===== config.mk =====
export PLATFORM = sky130hd
export DESIGN_NAME = encoder8_3_seq
export DESIGN_NICKNAME = d
export VERILOG_FILES = /design/src/rtl/encoder8_3_seq.sv
export SDC_FILE = /design/constraint.sdc
export NUM_CORES = 1
export LEC_CHECK = 0
export BUFFER_PORTS_ARGS = -buffer_cell sky130_fd_sc_hd__buf_4
export CAP_MARGIN = 20
export CORE_MARGIN = 10
export CORE_UTILIZATION = 58
export CTS_CLUSTER_SIZE = 10
export DETAILED_ROUTE_END_ITERATION = 12
export PLACE_DENSITY = 0.95
export SETUP_SLACK_MARGIN = 0.2
export SLEW_MARGIN = 15
export SYNTH_ARGS = -nofsm -noshare
export SYNTH_HDL_FRONTEND = slang
export SYNTH_SLANG_ARGS = --single-unit

===== constraint.sdc =====
create_clock -name clk -period 4.8 [get_ports clk]
set_input_delay 0.72 -clock clk [delete_from_list [all_inputs] [get_ports clk]]
set_output_delay 0.72 -clock clk [all_outputs]
set_load 0.03 [all_outputs]

===== src/rtl/encoder8_3_seq.sv =====
// Sequential 8-to-3 encoder: captures a request vector and emits one index per handshake.
// Define ENC_ROUND_ROBIN_EN for round-robin order; default is highest-index-first priority.
module encoder8_3_seq (
    input  logic       clk,
    input  logic       rst_n,
    input  logic       en,
    input  logic       load,
    input  logic [7:0] d,
    input  logic       ready,
    output logic [2:0] y,
    output logic       valid,
    output logic       busy,
    output logic       done,
    output logic [3:0] cnt
);

    typedef enum logic [0:0] {S_IDLE, S_SEND} state_t;

    state_t     r_state, w_state_nxt;
    logic [7:0] r_pend,  w_pend_nxt;
    logic [2:0] r_ptr,   w_ptr_nxt;
    logic [2:0] r_y,     w_y_nxt;
    logic       r_valid, w_valid_nxt;
    logic       r_busy,  w_busy_nxt;
    logic       r_done,  w_done_nxt;
    logic [3:0] r_cnt,   w_cnt_nxt;
    logic [7:0] w_pend_clr;
    logic       w_hs;

`ifdef ENC_ROUND_ROBIN_EN
    // Ascending search starting just after the last emitted index, wrapping at 8.
    function automatic logic [2:0] f_select(input logic [7:0] vec, input logic [2:0] ptr);
        logic [2:0] sel;
        logic [2:0] idx;
        logic       found;
        sel   = ptr;
        found = 1'b0;
        for (int unsigned k = 1; k <= 8; k++) begin
            idx = ptr + 3'(k);
            if (!found && vec[idx]) begin
                sel   = idx;
                found = 1'b1;
            end
        end
        return sel;
    endfunction
`else
    function automatic logic [2:0] f_select(input logic [7:0] vec, input logic [2:0] ptr);
        logic [2:0] sel;
        sel = ptr ^ ptr;
        for (int unsigned k = 0; k < 8; k++) begin
            if (vec[k]) sel = 3'(k);
        end
        return sel;
    endfunction
`endif

    always_comb begin
        w_state_nxt = r_state;
        w_pend_nxt  = r_pend;
        w_ptr_nxt   = r_ptr;
        w_y_nxt     = r_y;
        w_valid_nxt = r_valid;
        w_busy_nxt  = r_busy;
        w_done_nxt  = 1'b0;
        w_cnt_nxt   = r_cnt;
        w_pend_clr  = r_pend & ~(8'b1 << r_y);
        w_hs        = 1'b0;
        case (r_state)
            S_IDLE: begin
                if (load && en) begin
                    w_cnt_nxt = '0;
                    if (d != '0) begin
                        w_pend_nxt  = d;
                        w_busy_nxt  = 1'b1;
                        w_valid_nxt = 1'b1;
                        w_y_nxt     = f_select(d, r_ptr);
                        w_state_nxt = S_SEND;
                    end else begin
                        w_done_nxt = 1'b1;
                    end
                end
            end
            S_SEND: begin
                // en gates the handshake so a paused block never consumes an index.
                w_hs = r_valid && ready && en;
                if (w_hs) begin
                    w_pend_nxt = w_pend_clr;
                    w_ptr_nxt  = r_y;
                    w_cnt_nxt  = r_cnt + 4'd1;
                    if (w_pend_clr != '0) begin
                        w_y_nxt     = f_select(w_pend_clr, r_y);
                        w_valid_nxt = 1'b1;
                    end else begin
                        w_valid_nxt = 1'b0;
                        w_busy_nxt  = 1'b0;
                        w_done_nxt  = 1'b1;
                        w_state_nxt = S_IDLE;
                    end
                end else begin
                    w_valid_nxt = en && (r_pend != '0);
                end
            end
            default: w_state_nxt = S_IDLE;
        endcase
    end

    always_ff @(posedge clk or negedge rst_n) begin
        if (!rst_n) begin
            r_state <= S_IDLE;
            r_pend  <= '0;
            r_ptr   <= '1;
            r_y     <= '0;
            r_valid <= 1'b0;
            r_busy  <= 1'b0;
            r_done  <= 1'b0;
            r_cnt   <= '0;
        end else begin
            r_state <= w_state_nxt;
            r_pend  <= w_pend_nxt;
            r_ptr   <= w_ptr_nxt;
            r_y     <= w_y_nxt;
            r_valid <= w_valid_nxt;
            r_busy  <= w_busy_nxt;
            r_done  <= w_done_nxt;
            r_cnt   <= w_cnt_nxt;
        end
    end

    assign y     = r_y;
    assign valid = r_valid;
    assign busy  = r_busy;
    assign done  = r_done;
    assign cnt   = r_cnt;

endmodule


==> results.txt <==
----------------------------------------------------
[Run status]
  Run status ... complete, no violations

[Die]
  Die area ... between 4000 and 5000 um^2
  Die height ... 66.0 um
  Initial Util ... approximately three fifths
  Die extent in x ... about 66 um
  Number of I/O pins ... 23
  Cell Rows ... 16
  Placeable core region ... just under 2000 um^2

[Drt]
  DRC ... 0
  Drt first pass iters ... 5
  Final ANT Viol Nets ... 0
  Routed wl met2 ... 1470 um
  Uppermost layer routed ... met4
  WL met1 ... 1290 um
  Total wire length ... 3210 um
  Number of vias per cell ... 6.41
  Via count ... 1153
  Routed length on met3 ... roughly 340 um
  Drt wl/cell ... between 15 and 20 um
  Detailed Route Iter0 Violations ... 90

[Global routing]
  Overflow after GRT ... 0
  Wire length of the first global-routing pass ... approximately 5300 um
  Via count of the first global-routing pass ... ~1.1k
  GRT Resource Usage Total ... between 10% and 20%
  Pin count of the biggest net entering global routing ... 22
  Antenna violations before repair ... 0

[Cells and area]
  Seq. cell area ... approximately 480 um^2
  Filler Cell Count ... 151
  Most used cells in the layout excluding fill and tap cells ... buf_4, nand2_1, dfrtp_1
  Net count, final ... roughly 170
  Area grow syn2layout ... 15.3%
  Share of final-layout standard cells stronger than drive strength 1 ... a little under a quarter
  Core occupancy in the finished layout ... 71.5%
  Diode count ... 0
  Area of combinational cells with multiple inputs ... just over 700 um^2
  Most frequent standard cell in the layout excluding fill and tap cells ... buf_4

[Pwr]
  Internal power component ... about 0.54 mW
  Sw Share ... between 40% and 50%
  Power per Cell Area ... ~730 nW/um^2
  P_leak ... 0.641 nW
  Switching power ... around 0.5 mW
  Sequential group share of total power ... a little over a third
  Share of total power in the clock network ... under 10%
  Maximum resistive drop on vdd ... 0.000391 V
  Combinational power share ... a little under three fifths

[STA]
  Worst-Margin Slew ... 0.820 ns
  Min cycle time layout ... approximately 2.5 ns
  Hold violation total from the final report ... 0
  Number of max-slew violations in the final report ... 0
  TNS Setup ... 0 ns
  Post-route clock period utilization ... about half
  Max Freq ... ~410 MHz
  Final Setup Violations ... 0
  Max transition margin ... 45.1%
  Setup Skew ... about 0.0038 ns
  Setup repair after global routing missed its margin ... no
  Worst Hold Slack ... 0.268 ns

[Worst setup path]
  Endpoint type of the worst setup path ... flip-flop
  Data arrival, critical path ... around 2.7 ns
  Worst Path Required ... roughly 5.0 ns
  Crit path max fanout ... 21
  Critical path class ... flip-flop to flip-flop
  Crit start category ... flip-flop

[Clocking]
  Clock tree from TritonCTS ... yes
  H-Tree Depth ... 1
  CTS-repair resized insts ... 0
  Total CTS buffers ... 3
  Post-CTS Setup Bufs ... 0
  Clock Sinks ... 19
  Deepest clock path buffer count ... 2
  Insertion delay to the later sink of the worst-skew pair ... 0.30 ns
  CTS clk-pin slew, worst paths ... ~0.11 ns
  Clock Tree Root ... clkbuf_4
  Hold-fix buffers, CTS ... 0

[Yosys]
  Cell type contributing the most total cell area after synthesis ... dfrtp_1
  Number of synthesis warnings ... 0
  Proportion of synthesized chip area in sequential cells ... approximately two fifths
  Share of synthesized registers carrying an async set or reset ... between 90% and 100%
  Synth top area share ... between 30% and 40%
  Seq cells post-synth ... 19
  Cell types occupying the most area after synthesis ... dfrtp_1, nand2_1, a22o_1
  Synthesized Nets ... about 150
  Post-Syn Area ... 1230 um^2
  Number of standard cells after synthesis ... 135
  Cell variety after synth ... 43
  Post-synthesis area per instance ... 9.10 um^2
  Number of flops mapped to enable cells by yosys ... 0
  Flip-flop cell with the highest count after synthesis ... dfrtp_1

[Placed design]
  Placer Congestion ... 0.943
  I/O Buffers ... 22
  Detailed-placement wirelength estimate ... 2410 um

[Hold path]
  Worst Hold Class ... input port to asynchronous set/reset pin

[Flow run]
  # Max-Cap Violations ... 0

----------------------------------------------------
[sequential cells by signal (all words and copies together), names as in the netlist]
signal and flops:
cnt 4, done 1, valid 1, busy 1, y 3, r_pend 8, r_state 1
[kinds of logic after synthesis]
| kind of cell | after synthesis | share of synthesized area [%] |
|---|---|---|
| and+or+nand+nor | 52 | 22.7 |
| AOI/OAI and AO/OA | 42 | 24.7 |
| DFF | 19 | 38.7 |
| buffers and inverters | 11 | 3.97 |
| muxes | 8 | 7.43 |
| xor gates and xnor gates | 2 | 1.43 |
| adders and majority gates | 1 | 1.02 |
[power by group through the flow]
stage | Sequential, mW | Clock, mW | Combinational [mW]
floorplan | 0.372 | 0 | 0.418
global placement | 0.366 | 0 | 0.556
detailed placement | 0.373 | 0 | 0.567
CTS | 0.369 | 0.0812 | 0.572
global route | 0.388 | 0.0905 | 0.627
finish | 0.375 | 0.0827 | 0.575
[worst paths after layout]
| kind | start | endpoint | slack (ns) | cells after the start |
|---|---|---|---|---|
| min in group clk | cnt[0]$_DFFE_PN0P_ | cnt[0]$_DFFE_PN0P_ | 0.56 | 1 |
| min | rst_n | cnt[3]$_DFFE_PN0P_ | 0.27 | 1 |
| min reg2reg | cnt[0]$_DFFE_PN0P_ | cnt[0]$_DFFE_PN0P_ | 0.56 | 1 |
| max reg2reg | r_state$_DFF_PN0_ | y[2]$_DFFE_PN0P_ | 2.35 | 4 |
| max in group asynchronous | rst_n | r_pend[7]$_DFFE_PN0P_ | 4.34 | 1 |
| max | r_state$_DFF_PN0_ | y[2]$_DFFE_PN0P_ | 2.35 | 4 |
[final cells by class]
type | count | area share, %
inverter | 3 | 0.795
tap | 27 | 2.39
multi-input combinational | 105 | 49.7
timing repair buffer | 22 | 11.7
clock buffer | 4 | 1.86
sequential | 19 | 33.6
[synthesized netlist by cell type (all sizes together), types with 2 or more instances]
cell    number
a211oi       2
a21oi        8
a22o         8
a31oi        4
buf          4
clkbuf       4
dfrtp       19
inv          3
mux2         3
mux2i        5
nand2       21
nand2b       6
nand3        2
nand4        2
nor2        11
nor2b        3
nor4         3
o21ai        9
o31ai        2
xor2         2
[stage by stage]
stage	power, mW	instances	worst slack [ns]	instance area [um^2]
2_1_floorplan	0.791	135	2.86	1230
3_3_place_gp	0.922	176	2.27	1390
3_5_place_dp	0.940	176	2.18	1390
4_1_cts	1.02	180	2.41	1420
5_1_grt	1.11	180	2.17	1420
6_report	1.03	180	2.35	1420
[critical path: stages (launching register included)]
cell and delay (ns):
dfrtp_1 0.60, nor2_1 0.73, a21o_1 0.38, nor2b_2 0.31, mux2_4 0.32
[metal layers]
metal,GRT usage (%),vias to the layer above
met3,3.39,17
met1,18.7,528
met5,0,-
met4,6.54,0
met2,24.5,80
li1,-,528
No activity file was read; power rests on OpenSTA's default activity.
